==> src/rtl/spi_target_pkg.sv <==
// Shared types and command codes for the SPI mode-0 register target.
package spi_target_pkg;

  localparam int unsigned BYTE_W = 8;
  localparam int unsigned BIT_CNT_W = 3;

  localparam logic [BYTE_W-1:0] CMD_READ      = 8'h03;
  localparam logic [BYTE_W-1:0] CMD_WRITE     = 8'h02;
  localparam logic [BYTE_W-1:0] CMD_ID        = 8'h9F;
  localparam logic [BYTE_W-1:0] CMD_FAST_READ = 8'h0B;

  typedef enum logic [2:0] {
    ST_IDLE,
    ST_CMD,
    ST_ADDR,
    ST_DUMMY,
    ST_READ,
    ST_WRITE,
    ST_IGNORE
  } state_t;

endpackage

==> src/rtl/spi_target_regs_if.sv <==
// SPI pins plus local write-announce strobe of the SPI register target.
interface spi_target_regs_if #(
  parameter int unsigned ADDR_W = 4
);
  logic              spi_cen;
  logic              spi_sclk;
  logic              spi_mosi;
  logic              spi_miso;
  logic              spi_miso_oe;
  logic              wr_valid;
  logic [ADDR_W-1:0] wr_addr;
  logic [7:0]        wr_data;

  modport master (
    output spi_cen, spi_sclk, spi_mosi,
    input  spi_miso, spi_miso_oe, wr_valid, wr_addr, wr_data
  );

  modport slave (
    input  spi_cen, spi_sclk, spi_mosi,
    output spi_miso, spi_miso_oe, wr_valid, wr_addr, wr_data
  );
endinterface

==> src/rtl/spi_sync_edge.sv <==
// Two-flop synchronizer followed by an edge detector for an asynchronous SPI pin.
module spi_sync_edge (
  input  logic clk,
  input  logic rst,
  input  logic pin,
  output logic rise_c,
  output logic fall_c
);
  logic meta;
  logic sync;
  logic prev;

  // All stages reset low: a chip select already held low across reset produces no falling edge.
  always_ff @(posedge clk or posedge rst) begin
    if (rst) begin
      meta <= 1'b0;
      sync <= 1'b0;
      prev <= 1'b0;
    end else begin
      meta <= pin;
      sync <= meta;
      prev <= sync;
    end
  end

  assign rise_c = sync & ~prev;
  assign fall_c = ~sync & prev;
endmodule

==> src/rtl/spi_target_regs.sv <==
// SPI mode-0 target serving a byte-wide register file (READ/WRITE/ID commands).
// Define SPI_TARGET_FAST_READ_EN to add the 0x0B fast-read command with 8 dummy clocks.
module spi_target_regs
  import spi_target_pkg::*;
#(
  parameter int unsigned ADDR_W  = 4,
  parameter logic [7:0]  ID_BYTE = 8'hA5
) (
  input logic clk,
  input logic rst,
  spi_target_regs_if.slave bus
);
  localparam int unsigned DEPTH = 2 ** ADDR_W;

  state_t                 state_q, state_d;
  logic [BIT_CNT_W-1:0]   bit_cnt_q, bit_cnt_d;
  logic [BYTE_W-1:0]      sh_in_q, sh_in_d;
  logic [BYTE_W-1:0]      sh_out_q, sh_out_d;
  logic [ADDR_W-1:0]      ptr_q, ptr_d;
  logic                   id_q, id_d;
  logic                   is_wr_q, is_wr_d;
  logic                   miso_q, miso_d;
  logic                   oe_q, oe_d;
  logic                   wv_q, wv_d;
  logic [ADDR_W-1:0]      wa_q, wa_d;
  logic [BYTE_W-1:0]      wdat_q, wdat_d;
`ifdef SPI_TARGET_FAST_READ_EN
  logic                   fast_q, fast_d;
`endif

  logic [BYTE_W-1:0]      regs [DEPTH];
  logic                   regs_we;
  logic [BYTE_W-1:0]      byte_c;
  logic                   done_c;
  logic [BYTE_W-1:0]      rd_byte_c;

  logic cen_rise, cen_fall, sclk_rise, sclk_fall;
  logic mosi_meta, mosi_sync;

  spi_sync_edge u_cen_sync (
    .clk    (clk),
    .rst    (rst),
    .pin    (bus.spi_cen),
    .rise_c (cen_rise),
    .fall_c (cen_fall)
  );

  spi_sync_edge u_sclk_sync (
    .clk    (clk),
    .rst    (rst),
    .pin    (bus.spi_sclk),
    .rise_c (sclk_rise),
    .fall_c (sclk_fall)
  );

  // MOSI has the same two-stage latency as the SCLK edge it is sampled with.
  always_ff @(posedge clk or posedge rst) begin
    if (rst) begin
      mosi_meta <= 1'b0;
      mosi_sync <= 1'b0;
    end else begin
      mosi_meta <= bus.spi_mosi;
      mosi_sync <= mosi_meta;
    end
  end

  assign byte_c    = {sh_in_q[BYTE_W-2:0], mosi_sync};
  assign done_c    = sclk_rise && (bit_cnt_q == BIT_CNT_W'(7));
  assign rd_byte_c = id_q ? ID_BYTE : regs[ptr_q];

  always_comb begin
    state_d   = state_q;
    bit_cnt_d = bit_cnt_q;
    sh_in_d   = sh_in_q;
    sh_out_d  = sh_out_q;
    ptr_d     = ptr_q;
    id_d      = id_q;
    is_wr_d   = is_wr_q;
    miso_d    = miso_q;
    oe_d      = 1'b0;
    wv_d      = 1'b0;
    wa_d      = wa_q;
    wdat_d    = wdat_q;
    regs_we   = 1'b0;
`ifdef SPI_TARGET_FAST_READ_EN
    fast_d    = fast_q;
`endif

    // A CS rise overrides any SCLK edge detected in the same cycle.
    if (cen_rise) begin
      state_d   = ST_IDLE;
      bit_cnt_d = '0;
    end else begin
      if (sclk_rise && (state_q != ST_IDLE)) begin
        bit_cnt_d = bit_cnt_q + BIT_CNT_W'(1);
        sh_in_d   = byte_c;
      end

      case (state_q)
        ST_IDLE: begin
          if (cen_fall) begin
            state_d   = ST_CMD;
            bit_cnt_d = '0;
            id_d      = 1'b0;
            is_wr_d   = 1'b0;
`ifdef SPI_TARGET_FAST_READ_EN
            fast_d    = 1'b0;
`endif
          end
        end
        ST_CMD: begin
          if (done_c) begin
            case (byte_c)
              CMD_READ:  state_d = ST_ADDR;
              CMD_WRITE: begin
                state_d = ST_ADDR;
                is_wr_d = 1'b1;
              end
              CMD_ID: begin
                state_d = ST_READ;
                id_d    = 1'b1;
              end
`ifdef SPI_TARGET_FAST_READ_EN
              CMD_FAST_READ: begin
                state_d = ST_ADDR;
                fast_d  = 1'b1;
              end
`endif
              default:   state_d = ST_IGNORE;
            endcase
          end
        end
        ST_ADDR: begin
          if (done_c) begin
            ptr_d   = byte_c[ADDR_W-1:0];
            state_d = is_wr_q ? ST_WRITE : ST_READ;
`ifdef SPI_TARGET_FAST_READ_EN
            if (fast_q) state_d = ST_DUMMY;
`endif
          end
        end
`ifdef SPI_TARGET_FAST_READ_EN
        ST_DUMMY: begin
          if (done_c) state_d = ST_READ;
        end
`endif
        ST_READ: begin
          // The fall that closes a byte (counter back at 0) fetches the next one.
          if (sclk_fall) begin
            if (bit_cnt_q == '0) begin
              miso_d   = rd_byte_c[BYTE_W-1];
              sh_out_d = {rd_byte_c[BYTE_W-2:0], 1'b0};
              if (!id_q) ptr_d = ptr_q + ADDR_W'(1);
            end else begin
              miso_d   = sh_out_q[BYTE_W-1];
              sh_out_d = {sh_out_q[BYTE_W-2:0], 1'b0};
            end
          end
        end
        ST_WRITE: begin
          if (done_c) begin
            regs_we = 1'b1;
            wv_d    = 1'b1;
            wa_d    = ptr_q;
            wdat_d  = byte_c;
            ptr_d   = ptr_q + ADDR_W'(1);
          end
        end
        default: ;
      endcase
    end

    oe_d = (state_d == ST_READ);
    if (state_d != ST_READ) miso_d = 1'b0;
  end

  always_ff @(posedge clk or posedge rst) begin
    if (rst) begin
      state_q   <= ST_IDLE;
      bit_cnt_q <= '0;
      sh_in_q   <= '0;
      sh_out_q  <= '0;
      ptr_q     <= '0;
      id_q      <= 1'b0;
      is_wr_q   <= 1'b0;
      miso_q    <= 1'b0;
      oe_q      <= 1'b0;
      wv_q      <= 1'b0;
      wa_q      <= '0;
      wdat_q    <= '0;
    end else begin
      state_q   <= state_d;
      bit_cnt_q <= bit_cnt_d;
      sh_in_q   <= sh_in_d;
      sh_out_q  <= sh_out_d;
      ptr_q     <= ptr_d;
      id_q      <= id_d;
      is_wr_q   <= is_wr_d;
      miso_q    <= miso_d;
      oe_q      <= oe_d;
      wv_q      <= wv_d;
      wa_q      <= wa_d;
      wdat_q    <= wdat_d;
    end
  end

`ifdef SPI_TARGET_FAST_READ_EN
  always_ff @(posedge clk or posedge rst) begin
    if (rst) fast_q <= 1'b0;
    else     fast_q <= fast_d;
  end
`endif

  always_ff @(posedge clk or posedge rst) begin
    if (rst)          regs <= '{default: '0};
    else if (regs_we) regs[ptr_q] <= byte_c;
  end

  assign bus.spi_miso    = miso_q;
  assign bus.spi_miso_oe = oe_q;
  assign bus.wr_valid    = wv_q;
  assign bus.wr_addr     = wa_q;
  assign bus.wr_data     = wdat_q;
endmodule

==> src/flat_wrapper.sv <==
// flat-port wrapper written by rule: the top's interface ports become plain ports
module spi_target_regs_flat import spi_target_pkg::*;
#(
  parameter int unsigned ADDR_W  = 4,
  parameter logic [7:0]  ID_BYTE = 8'hA5
)
  (clk, rst, bus_spi_cen, bus_spi_sclk, bus_spi_mosi, bus_spi_miso, bus_spi_miso_oe, bus_wr_valid, bus_wr_addr, bus_wr_data);
  spi_target_regs_if #(.ADDR_W(ADDR_W)) bus_i ();
  input logic clk;
  input logic rst;
  input wire logic [$bits(bus_i.spi_cen)-1:0] bus_spi_cen;
  input wire logic [$bits(bus_i.spi_sclk)-1:0] bus_spi_sclk;
  input wire logic [$bits(bus_i.spi_mosi)-1:0] bus_spi_mosi;
  output wire logic [$bits(bus_i.spi_miso)-1:0] bus_spi_miso;
  output wire logic [$bits(bus_i.spi_miso_oe)-1:0] bus_spi_miso_oe;
  output wire logic [$bits(bus_i.wr_valid)-1:0] bus_wr_valid;
  output wire logic [$bits(bus_i.wr_addr)-1:0] bus_wr_addr;
  output wire logic [$bits(bus_i.wr_data)-1:0] bus_wr_data;
  assign bus_i.spi_cen = bus_spi_cen;
  assign bus_i.spi_sclk = bus_spi_sclk;
  assign bus_i.spi_mosi = bus_spi_mosi;
  assign bus_spi_miso = bus_i.spi_miso;
  assign bus_spi_miso_oe = bus_i.spi_miso_oe;
  assign bus_wr_valid = bus_i.wr_valid;
  assign bus_wr_addr = bus_i.wr_addr;
  assign bus_wr_data = bus_i.wr_data;
  spi_target_regs #(.ADDR_W(ADDR_W), .ID_BYTE(ID_BYTE)) u_core (.clk(clk), .rst(rst), .bus(bus_i));
endmodule
==> config.mk <==
export PLATFORM = sky130hd
export DESIGN_NAME = spi_target_regs_flat
export DESIGN_NICKNAME = d
export VERILOG_FILES = /design/src/rtl/spi_target_pkg.sv /design/src/rtl/spi_target_regs_if.sv /design/src/rtl/spi_sync_edge.sv /design/src/rtl/spi_target_regs.sv /design/src/flat_wrapper.sv
export SDC_FILE = /design/constraint.sdc
export NUM_CORES = 1
export LEC_CHECK = 0
export BUFFER_PORTS_ARGS = -buffer_cell sky130_fd_sc_hd__buf_2
export CAP_MARGIN = 20
export CORE_MARGIN = 1.5
export CORE_UTILIZATION = 70
export CTS_BUF_LIST = sky130_fd_sc_hd__clkbuf_8
export CTS_CLUSTER_DIAMETER = 200
export CTS_CLUSTER_SIZE = 30
export DETAILED_ROUTE_END_ITERATION = 10
export GPL_TIMING_DRIVEN = 1
export PLACE_DENSITY = 0.95
export SYNTH_ARGS = -nofsm -noshare
export SYNTH_HDL_FRONTEND = slang
export SYNTH_SLANG_ARGS = --single-unit
==> constraint.sdc <==
create_clock -name clk -period 12.9 [get_ports clk]
set_input_delay 1.29 -clock clk [delete_from_list [all_inputs] [get_ports clk]]
set_output_delay 1.29 -clock clk [all_outputs]
set_load 0.02 [all_outputs]
# Word level (Yosys, flattened, before mapping)
# Index checks and enable logic that the tools add are counted.
# W data, S select, Z words.
[totals]
in_bits = 5
reg_bits = 178
[op_classes]
n_lt_le_gt_ge = 2
add_sub_neg = 2
n_eq_ne = 20
bitwise_logic = 10
n_mux = 40
reduce_logical = 18
[op_table]
columns = ["cell", "n"]
rows = [
  ["$bwmux W128", 1],
  ["$mux W8", 5],
  ["$bmux W8 S4", 1],
  ["$demux W8 S4", 1],
  ["$mux W3", 8],
  ["$mux W4", 5],
  ["$eq A8 B2 Y1 const B", 2],
  ["$ne A2 B1 Y1 const B", 8],
  ["$mux W1", 14],
  ["$eq A3 B3 Y1 const B", 4],
  ["$pmux W4 S3", 1],
  ["$reduce_and A5 Y1", 2],
  ["$pmux W3 S3", 1],
  ["$reduce_and A3 Y1", 3],
  ["$eq A8 B8 Y1 const B", 1],
  ["$reduce_and A7 Y1", 1],
  ["$logic_not A3 Y1", 2],
  ["$pmux W3 S2", 1],
  ["$reduce_bool A2 Y1", 3],
  ["$reduce_bool A3 Y1", 2],
  ["$ge A5 B5 Y1 const B", 1],
  ["$lt A5 B1 Y1 const B", 1],
  ["$not A1 Y1", 5],
  ["$not A4 Y5", 1],
  ["11 further kinds", 18],
]

# Longest topological paths before layout
# Gate-level depths: netlist of run 1.
[depth]
word_depth = 10
mapped_depth = 10
depth_no_buf = 7

# Hierarchy
# From an unflattened synthesis of run 1, not the netlist that was laid out.
[unflattened]
hier_cells = 554
hier_area_um2 = 8235.4
[by_module_without_submodules]
columns = ["mod", "cells_per_inst", "instances", "area_per_inst_um2"]
rows = [
  ["spi_target_regs", 542, 1, 8047.7],
  ["spi_sync_edge", 6, 2, 93.8],
]

# Least setup slack after synthesis of run 1
# Ideal clock, no wire load.
[synth_path]
path_kind = "register to register"
start = "register u_core.bit_cnt_q[0]"
end = "register u_core.regs[100] (netlist bit)"
period_less_slack_ps = 2080
stages_incl_launch_ff = 11
setup_slack_ps = 10820
arrival_ps = 1955
required_time_ps = 12775
setup_ps = 125
cell_sequence = "dfrtp_1 ha_1 ha_1 and3b_1 clkbuf_2 nand3_1 nor2_1 buf_4 and3_1 buf_2 mux2_2"
[synth_between]
elab_chain_cells = 5
[synth_lines]
columns = ["element", "line", "rtl"]
rows = [
  ["start: declaration", "spi_target_regs.sv:16", "logic [BIT_CNT_W-1:0] bit_cnt_q, bit_cnt_d;"],
  ["start signal: assignment", "spi_target_regs.sv:193", "bit_cnt_q <= bit_cnt_d;"],
  ["$eq A3 B3 Y1", "spi_target_regs.sv:68", "assign done_c = sclk_rise && (bit_cnt_q == BIT_CNT_W'(7));"],
  ["$logic_and A1 B1 Y1", "spi_target_regs.sv:68", ""],
  ["$mux W1", "spi_target_regs.sv:161", "if (done_c) begin"],
  ["$mux W1", "spi_target_regs.sv:99", "case (state_q)"],
  ["$mux W1", "spi_target_regs.sv:90", "if (cen_rise) begin"],
  ["end signal: indexed assignment", "spi_target_regs.sv:216", "else if (regs_we) regs[ptr_q] <= byte_c;"],
  ["end: declaration", "spi_target_regs.sv:31", "logic [BYTE_W-1:0] regs [DEPTH];"],
]
# No other way between the ends.
# A chain may end at the register's enable or synchronous reset.

# Worst setup path after layout of run 1
[layout_path]
start = "register u_core.bit_cnt_q[0]"
end = "register u_core.regs[118] (netlist bit)"
# The elaborated chain is that of the path after synthesis.

==> flow_metrics.env, run 1 <==
export IMPL_synth_simple_area_share=0.0571
export IMPL_clk_latency_ns=0.45
export IMPL_max_clock_freq_ghz=0.371
export IMPL_place_congestion=0.869
export IMPL_place_ws_ns=9.70
export IMPL_slowest_stage="and3_1"
export IMPL_fin_skew_ns=0.0121
export IMPL_required_ns=13.23
export IMPL_synth_main_ff_cell="dfrtp_1"
export IMPL_overflow=0
export IMPL_cp_start_kind="flip-flop"
export IMPL_drt_wl_total_mm=17.7
export IMPL_syn_avg_cell_area_um2=14.2
export IMPL_cts_root_buffer="clkbuf_8"
export IMPL_numPortBuffers=19
export IMPL_cp_arrival_ns=3.02
export IMPL_numPlacedInstances=683
export IMPL_hold_class="flip-flop to flip-flop"
export IMPL_ys_types=45
export IMPL_grt_pass1_vias=5247
export IMPL_synth_nets=587
export IMPL_postRouteAntennaNets=0
export IMPL_powerDensity_nw_per_um2=123
export IMPL_drc=0
export IMPL_setup_viol=0
export IMPL_coreArea_um2=11400
export IMPL_detailed_place_hpwl_mm=11.0
export IMPL_cts_buffers=17
export IMPL_nets=573
export IMPL_fin_ws_ns=10.20
export IMPL_crit_type="flip-flop to flip-flop"
export IMPL_max_cap_violations=0
export IMPL_synth_adder_area_share=0.0107
export IMPL_status="finished, final reports clean"
export IMPL_p_total_mw=1.06
export IMPL_path_cells="ha_1 -> ha_1 -> and3b_1 -> nand3_1 -> nor2_2 -> buf_8 -> and3_1 -> mux2_2"
export IMPL_stdcell_count=717
export IMPL_leakagePower_nw=4.16
export IMPL_ys_seq_area_frac=0.543
export IMPL_die_w_um=111
export IMPL_fin_util=0.753
export IMPL_detail_route_wl_per_cell_um=24.7
export IMPL_end_kind="flip-flop"
export IMPL_netlist_area_um2=8150
export IMPL_vias=4974
export IMPL_period_share=0.209
export IMPL_synth_cells=575
export IMPL_diodes=0
export IMPL_ir_worst_vdd_mv=0.136
export IMPL_rows=39
export IMPL_fin_hold_ws_ns=0.366
export IMPL_synthMuxAreaShare=0.305
export IMPL_clockBufferDepth=2
export IMPL_cts_max_level=4
export IMPL_dieArea_um2=12300
export IMPL_cts_tree="done"
export IMPL_start_util=0.717
export IMPL_grt_max_degree=101
export IMPL_grtUsageTotal=0.308
export IMPL_synth_compound_gate_area_share=0.0391
export IMPL_yosysWarnings=0
export IMPL_crit_buf_inv=1
export IMPL_path_common_cell="ha_1"
export IMPL_synth_edf_count=0
export IMPL_tightest_slew_ns=0.944
export IMPL_path_clk_slew_ns=0.09
export IMPL_place_area_um2=8130
export IMPL_drive_above_1_share=0.399
export IMPL_drv_slew=0
export IMPL_area_delta_synth_final_pct=5.04
export IMPL_cts_setup_buffers=0
export IMPL_relSlewSlack=0.371
export IMPL_drt_iter0_markers=617
export IMPL_cpLargestDelayFamily="simple AND/OR/NAND/NOR gates"
export IMPL_final_cell_area_um2=8560
export IMPL_fp_dieH_um=111
export IMPL_io_pins=20
export IMPL_synth_top_family_by_area="multiplexers"
export IMPL_ys_ff_latch=177
export IMPL_fin_crit_ns=2.70
export IMPL_async_reset_ff_frac=1.00
export IMPL_hold_violations=0
export IMPL_slowest_delay_ns=0.53
export IMPL_synth_xor_xnor_area_share=0.00107
export IMPL_cts_resized=0
export IMPL_drtPass1Iterations=5
export IMPL_path_max_fanout=28
export IMPL_vias_per_cell=6.94
export IMPL_antenna_found_initial=0
export IMPL_cts_sinks=177
export IMPL_setup_tns_final_ns=0
export IMPL_grt_pass1_wl_mm=28.9
export IMPL_rsz0062_at_grt="false"
export IMPL_postCtsHoldBufs=0
## kinds of logic (layout without fill, tap and decap cells)
group           after synthesis  in the layout
mux                         190            190
flops                       177            177
simple gates                 86             86
buf+inv                      66             65
compound gates               48             48
fa+ha+maj                     7              7
xor+xnor                      1              1
## state kept, by name (all words and copies together) (netlist names), 3 cells and up
signal	count
u_core.bus.wr_data	8
u_core.state_q	3
u_core.sh_in_q	7
u_core.ptr_q	4
u_core.regs	128
u_core.bit_cnt_q	3
u_core.bus.wr_addr	4
u_core.sh_out_q	7
## path summary, 6_finish.rpt
| check | cells past startpoint | start | slack (ns) | to |
|---|---|---|---|---|
| max reg2reg | 8 | u_core.bit_cnt_q[0] | 10.20 | u_core.regs[118] |
| min reg2reg | 0 | u_core.u_sclk_sync.meta | 0.37 | u_core.u_sclk_sync.sync |
| max in group asynchronous | 3 | rst | 10.40 | u_core.ptr_q[0] |
| min | 0 | u_core.u_sclk_sync.meta | 0.37 | u_core.u_sclk_sync.sync |
| max | 8 | u_core.bit_cnt_q[0] | 10.20 | u_core.regs[118] |
| min in group asynchronous | 2 | rst | 1.00 | u_core.sh_out_q[4] |
## final cells by class
| type | count | area [um^2] |
|---|---|---|
| multi-input cells | 332 | 3370 |
| clock buffers | 21 | 289 |
| flip-flops and latches | 177 | 4430 |
| fillers | 617 | 2810 |
| inverters | 10 | 42.5 |
| clock inverters | 11 | 104 |
| well taps | 143 | 179 |
| repair buffers | 23 | 145 |
## Yosys cell counts (2+ instances only)
cell | number | area, um^2
mux2i_1 | 12 | 120
a211oi_1 | 2 | 15.0
and2_1 | 2 | 12.5
nor2b_1 | 5 | 31.3
a21oi_1 | 12 | 60.1
buf_6 | 2 | 22.5
o311ai_0 | 2 | 17.5
a22oi_1 | 12 | 90.1
nor3b_1 | 4 | 30.0
nor4_1 | 2 | 12.5
clkbuf_1 | 16 | 60.1
mux2_2 | 149 | 1680
nand2_1 | 11 | 41.3
mux4_2 | 19 | 428
clkbuf_2 | 3 | 15.0
o22ai_1 | 3 | 18.8
and3b_1 | 4 | 35.0
dfrtp_1 | 177 | 4430
mux4_1 | 8 | 210
mux4_4 | 2 | 50.1
a31oi_1 | 3 | 18.8
buf_4 | 15 | 113
nand3b_1 | 2 | 15.0
inv_1 | 10 | 37.5
and3_1 | 16 | 100
ha_1 | 7 | 87.6
buf_1 | 7 | 26.3
nand2b_1 | 5 | 31.3
nand3_1 | 10 | 50.1
nor2_1 | 21 | 78.8
buf_2 | 12 | 60.1
a22o_1 | 2 | 17.5
o21ai_0 | 6 | 30.0
## routing by layer
metal,wire (um),global-route usage,vias to the layer above
met1,6920,0.407,2606
met3,1330,0.0672,58
met5,0,0,-
met4,576,0.119,0
met2,8880,0.505,260
li1,-,-,2050
## power breakdown
part	total, mW	internal, mW	switching (mW)
sequential	0.630	0.564	0.0654
combinational	0.0517	0.0203	0.0314
clock	0.375	0.175	0.200
## placed cells by master (no fill, tap or decap), types with 2 or more instances in the layout
master,Yosys,final
mux4_2,19,19
buf_4,15,2
and3_1,16,16
o22ai_1,3,3
nand3b_1,2,2
a22o_1,2,2
inv_6,0,5
inv_1,10,11
nand2_1,11,11
a211oi_1,2,2
a21oi_1,12,12
and3b_1,4,4
buf_2,12,19
nand3_1,10,10
clkinvlp_4,0,3
a31oi_1,3,3
o21ai_0,6,6
nand2b_1,5,5
dfrtp_2,0,2
ha_1,7,7
clkbuf_8,0,21
o311ai_0,2,2
nor3b_1,4,4
nor2b_1,5,5
nor4_1,2,2
a22oi_1,12,12
dfrtp_1,177,175
and2_1,2,2
mux2i_1,12,12
mux4_1,8,8
mux2_2,149,149
mux4_4,2,2
nor2_1,21,20
Note: power is estimated with default switching activity, not from simulation.
==> run 2: changes to the inputs <==
--- a/config.mk
+++ b/config.mk
@@ -8,13 +8,13 @@
 export BUFFER_PORTS_ARGS = -buffer_cell sky130_fd_sc_hd__buf_2
 export CAP_MARGIN = 20
 export CORE_MARGIN = 1.5
-export CORE_UTILIZATION = 70
+export CORE_UTILIZATION = 58
 export CTS_BUF_LIST = sky130_fd_sc_hd__clkbuf_8
 export CTS_CLUSTER_DIAMETER = 200
 export CTS_CLUSTER_SIZE = 30
 export DETAILED_ROUTE_END_ITERATION = 10
 export GPL_TIMING_DRIVEN = 1
-export PLACE_DENSITY = 0.95
+export PLACE_DENSITY = 0.86
 export SYNTH_ARGS = -nofsm -noshare
 export SYNTH_HDL_FRONTEND = slang
 export SYNTH_SLANG_ARGS = --single-unit
==> constraint.sdc (replaced) <==
create_clock -name clk -period 2.25 [get_ports clk]
set_input_delay 0.225 -clock clk [delete_from_list [all_inputs] [get_ports clk]]
set_output_delay 0.225 -clock clk [all_outputs]
set_load 0.02 [all_outputs]
==> flow_metrics.env, run 2 (same netlist as run 1, synthesis figures left out) <==
export IMPL_crit_type="flip-flop to flip-flop"
export IMPL_detail_route_wl_per_cell_um=22.1
export IMPL_grt_pass1_vias=5321
export IMPL_drc=0
export IMPL_relSlewSlack=0.540
export IMPL_max_clock_freq_ghz=0.463
export IMPL_antenna_found_initial=0
export IMPL_max_cap_violations=0
export IMPL_final_common_cell="dfrtp_1"
export IMPL_overflow=0
export IMPL_cp_arrival_ns=2.50
export IMPL_fin_hold_ws_ns=0.300
export IMPL_top_usage_layer="met2"
export IMPL_cp_start_kind="flip-flop"
export IMPL_grt_pass1_wl_mm=28.7
export IMPL_path_max_fanout=17
export IMPL_fin_util=0.672
export IMPL_io_pins=20
export IMPL_status="finished, final reports clean"
export IMPL_postRouteAntennaNets=0
export IMPL_cpLargestDelayFamily="simple AND/OR/NAND/NOR gates"
export IMPL_setup_viol=0
export IMPL_gr_usage_met1=0.333
export IMPL_grt_max_degree=69
export IMPL_powerDensity_nw_per_um2=679
export IMPL_cts_max_level=4
export IMPL_path_cells="ha_1 -> ha_1 -> and3b_1 -> nand3_2 -> nor2_4 -> buf_12 -> and3_1 -> buf_12 -> mux2_2"
export IMPL_drive_above_1_share=0.445
export IMPL_start_util=0.592
export IMPL_slowest_stage="dfrtp_1"
export IMPL_tightest_slew_ns=0.689
export IMPL_largest_reg_flops=128
export IMPL_drt_iter0_markers=466
export IMPL_clk_latency_ns=0.46
export IMPL_grt_util_met2=0.419
export IMPL_numPortBuffers=19
export IMPL_clockBufferDepth=2
export IMPL_area_delta_synth_final_pct=13.6
export IMPL_coreArea_um2=13800
export IMPL_setup_tns_final_ns=0
export IMPL_layout_common_cells="dfrtp_1, mux2_2, buf_4"
export IMPL_vias=5037
export IMPL_slowest_delay_ns=0.39
export IMPL_stdcell_count=807
export IMPL_fin_skew_ns=0.00957
export IMPL_required_ns=2.59
export IMPL_cts_sinks=177
export IMPL_reg2reg_depth=9
export IMPL_path_clk_slew_ns=0.09
export IMPL_crit_cells=9
export IMPL_cts_tree="done"
export IMPL_diodes=0
export IMPL_hold_class="primary input to async pin"
export IMPL_end_kind="flip-flop"
export IMPL_grtUsageTotal=0.261
export IMPL_p_total_mw=6.28
export IMPL_drv_slew=0
export IMPL_nets=627
export IMPL_leakagePower_nw=4.50
export IMPL_cts_root_buffer="clkbuf_8"
export IMPL_nFillCells=927
export IMPL_numPlacedInstances=766
export IMPL_rsz0062_at_grt="true"
export IMPL_crit_buf_inv=2
export IMPL_dieArea_um2=14800
export IMPL_drt_wl_total_mm=17.8
export IMPL_rows=43
export IMPL_ir_worst_vdd_mv=0.428
export IMPL_vias_per_cell=6.24
export IMPL_grtUsageMet3=0.0557
export IMPL_fp_dieH_um=122
export IMPL_place_congestion=0.877
export IMPL_drtPass1Iterations=5
export IMPL_hold_violations=0
export IMPL_fin_crit_ns=2.16
export IMPL_period_share=0.960
export IMPL_largest_register="u_core.regs"
export IMPL_die_w_um=122
export IMPL_detailed_place_hpwl_mm=11.8
export IMPL_cts_buffers=17
[run 2: cell count changes in the layout (fill, tap and decap cells not counted), moves of 2 or more]
cell / delta
clkbuf_8: -3
bufinv_16: +2
buf_4: +32
dlygate4sd3_1: +4
buf_12: +17
inv_6: -3
[run 2: stage by stage]
stage / setup WS [ns] / cell area, um^2
2_1_floorplan: -0.242 / 8150
3_3_place_gp: 0.0734 / 8750
3_5_place_dp: 0.00523 / 8750
4_1_cts: 0.0409 / 9200
5_1_grt: 0.0111 / 9260
6_report: 0.0897 / 9260
[run 2: layer usage]
metal	routed length [um]	vias to the layer above	share of wire
met5	0	-	0
met4	788	0	0.044
met3	866	54	0.049
met2	8700	178	0.49
met1	7470	2641	0.42
li1	-	2164	-
[run 2: area by class of cell]
class / count / area, um^2 / share of cell area
clock buffer: 18 / 248 / 0.0268
timing repair buffer: 77 / 767 / 0.0828
sequential: 177 / 4430 / 0.479
inverter: 10 / 41.3 / 0.00446
tap: 180 / 225 / 0.0243
clock inverter: 13 / 163 / 0.0176
multi-input combinational: 332 / 3380 / 0.365
[run 2: report_power, final]
group          internal (mW)  leakage [nW]  switching (mW)
sequential              3.24          2.44          0.0503
clock                   1.13         0.206            1.13
combinational          0.205          1.85           0.530
[run 2: final timing paths]
path,end,from,slack (ns)
setup / recovery,u_core.regs[39],u_core.bit_cnt_q[0],0.09
hold reg to reg,u_core.u_cen_sync.sync,u_core.u_cen_sync.meta,0.35
max in group asynchronous,u_core.bus.wr_data[4],rst,1.27
min in group clk,u_core.u_cen_sync.sync,u_core.u_cen_sync.meta,0.35
hold / removal,u_core.regs[70],rst,0.30
setup reg to reg,u_core.regs[39],u_core.bit_cnt_q[0],0.09
[run 2: tightest hold or removal path, delay by kind of cell]
kind / cells / cell delay [ns]
buffers and inverters: 3 / 0.94
[run 2: repair_timing]
action | 4_1_cts | 5_1_grt
buffers inserted | 0 | 6
gates resized for setup | 1 | 3
endpoints found under the hold margin | 12 | 0
hold buffers | 4 | 0
setup endpoints to repair | 1 | 132
==> run 3: changes to the inputs <==
--- a/config.mk
+++ b/config.mk
@@ -14,7 +14,8 @@
 export CTS_CLUSTER_SIZE = 30
 export DETAILED_ROUTE_END_ITERATION = 10
 export GPL_TIMING_DRIVEN = 1
-export PLACE_DENSITY = 0.86
+export PLACE_DENSITY = 0.78
+export SKIP_CTS_REPAIR_TIMING = 1
 export SYNTH_ARGS = -nofsm -noshare
 export SYNTH_HDL_FRONTEND = slang
 export SYNTH_SLANG_ARGS = --single-unit
==> flow_metrics.env, run 3 (same netlist as run 1, synthesis figures left out) <==
export IMPL_sw_frac_of_total=0.280
export IMPL_hold_class="flip-flop to flip-flop"
export IMPL_path_max_fanout=13
export IMPL_drt_iter0_markers=496
export IMPL_max_clock_freq_ghz=0.451
export IMPL_fin_util=0.671
export IMPL_setup_viol=0
export IMPL_place_congestion=0.910
export IMPL_ir_worst_vdd_mv=0.546
export IMPL_io_pins=20
export IMPL_grtUsageTotal=0.257
export IMPL_p_seq_frac=0.542
export IMPL_p_total_mw=6.07
export IMPL_place_area_um2=8750
export IMPL_tightest_slew_ns=0.699
export IMPL_fin_hold_ws_ns=0.356
export IMPL_period_share=0.986
export IMPL_postRouteAntennaNets=0
export IMPL_nFillCells=982
export IMPL_clockBufferDepth=2
export IMPL_coreArea_um2=13800
export IMPL_diodes=0
export IMPL_start_util=0.592
export IMPL_nets=629
export IMPL_clk_latency_ns=0.46
export IMPL_pwr_share_clk=0.339
export IMPL_numPlacedInstances=766
export IMPL_final_cell_area_um2=9250
export IMPL_grt_pass1_wl_mm=28.1
export IMPL_slowest_delay_ns=0.61
export IMPL_end_kind="flip-flop"
export IMPL_cp_arrival_ns=2.55
export IMPL_largest_reg_flops=128
export IMPL_fin_crit_ns=2.22
export IMPL_relSlewSlack=0.528
export IMPL_leakagePower_nw=4.47
export IMPL_fp_dieH_um=122
export IMPL_layout_common_cells="dfrtp_1, mux2_2, buf_4"
export IMPL_final_common_cell="dfrtp_1"
export IMPL_drt_wl_total_mm=17.6
export IMPL_power_internal_mw=4.37
export IMPL_vias_per_cell=5.98
export IMPL_path_clk_slew_ns=0.10
export IMPL_setup_tns_final_ns=0
export IMPL_drtPass1Iterations=6
export IMPL_antenna_found_initial=0
export IMPL_cts_root_buffer="clkbuf_8"
export IMPL_largest_register="u_core.regs"
export IMPL_slowest_stage="mux4_1"
export IMPL_dieArea_um2=14800
export IMPL_status="finished, final reports clean"
export IMPL_crit_buf_inv=1
export IMPL_whs_path_depth=0
export IMPL_grt_max_degree=136
export IMPL_required_ns=2.58
export IMPL_path_cells="buf_12 -> mux4_1 -> a22o_1 -> a211oi_1 -> o22ai_1"
export IMPL_cts_max_level=4
export IMPL_powerDensity_nw_per_um2=656
export IMPL_fin_skew_ns=0.0155
export IMPL_cts_buffers=17
export IMPL_grt_pass1_vias=5105
export IMPL_cts_tree="done"
export IMPL_detailed_place_hpwl_mm=11.6
export IMPL_detail_route_wl_per_cell_um=21.7
export IMPL_area_delta_synth_final_pct=13.4
export IMPL_numPortBuffers=19
export IMPL_drive_above_1_share=0.457
export IMPL_power_share_combinational=0.119
export IMPL_die_w_um=122
export IMPL_hold_violations=0
export IMPL_p_sw_mw=1.70
export IMPL_rows=43
export IMPL_cts_sinks=177
export IMPL_crit_cells=5
export IMPL_cp_start_kind="flip-flop"
export IMPL_reg2reg_depth=5
export IMPL_drv_slew=0
export IMPL_cpLargestDelayFamily="compound AO/OA/AOI/OAI gates"
export IMPL_drc=0
export IMPL_vias=4840
export IMPL_crit_type="flip-flop to flip-flop"
export IMPL_stdcell_count=810
export IMPL_overflow=0
export IMPL_fin_ws_ns=0.0311
export IMPL_max_cap_violations=0
export IMPL_place_ws_ns=-0.0253
run 3: power groups by stage:
stage	Combinational (mW)	Clock (mW)	Sequential [mW]
final	0.724	2.06	3.29
after global routing	0.767	2.23	3.30
after CTS	0.707	2.10	3.29
after detailed placement	0.704	0	3.35
after global placement	0.671	0	3.35
after floorplan	0.409	0	3.34
run 3: path summary, 6_finish.rpt:
check | startpoint | end | slack (ns)
max in group asynchronous | rst | u_core.ptr_q[0] | 1.14
min in group asynchronous | rst | u_core.bus.wr_data[7] | 0.50
worst min register to register | u_core.mosi_meta | u_core.mosi_sync | 0.36
worst max register to register | u_core.ptr_q[0] | u_core.sh_out_q[6] | 0.03
worst min-delay path | u_core.mosi_meta | u_core.mosi_sync | 0.36
worst max-delay path | u_core.ptr_q[0] | u_core.sh_out_q[6] | 0.03
run 3: final cells by class:
class / instances / area [um^2] / area share
clock inverter: 13 / 111 / 0.0120
multi-input combinational: 332 / 3390 / 0.367
timing repair buffer: 79 / 781 / 0.0844
sequential: 177 / 4430 / 0.480
inverter: 10 / 41.3 / 0.00447
tap: 180 / 225 / 0.0244
clock buffer: 19 / 262 / 0.0283
run 3: worst register-to-register path: cells and delay by family (launching register included):
family / cells / cell delay, ns
mux: 1 / 0.62
flops: 1 / 0.55
compound gates: 3 / 0.73
buf+inv: 1 / 0.20
run 3: per-layer routing:
layer	vias to the layer above	share of wire	track usage
li1	2165	-	-
met2	126	0.50	0.420
met1	2523	0.43	0.344
met3	26	0.040	0.0538
met5	-	0	0
met4	0	0.025	0.0912
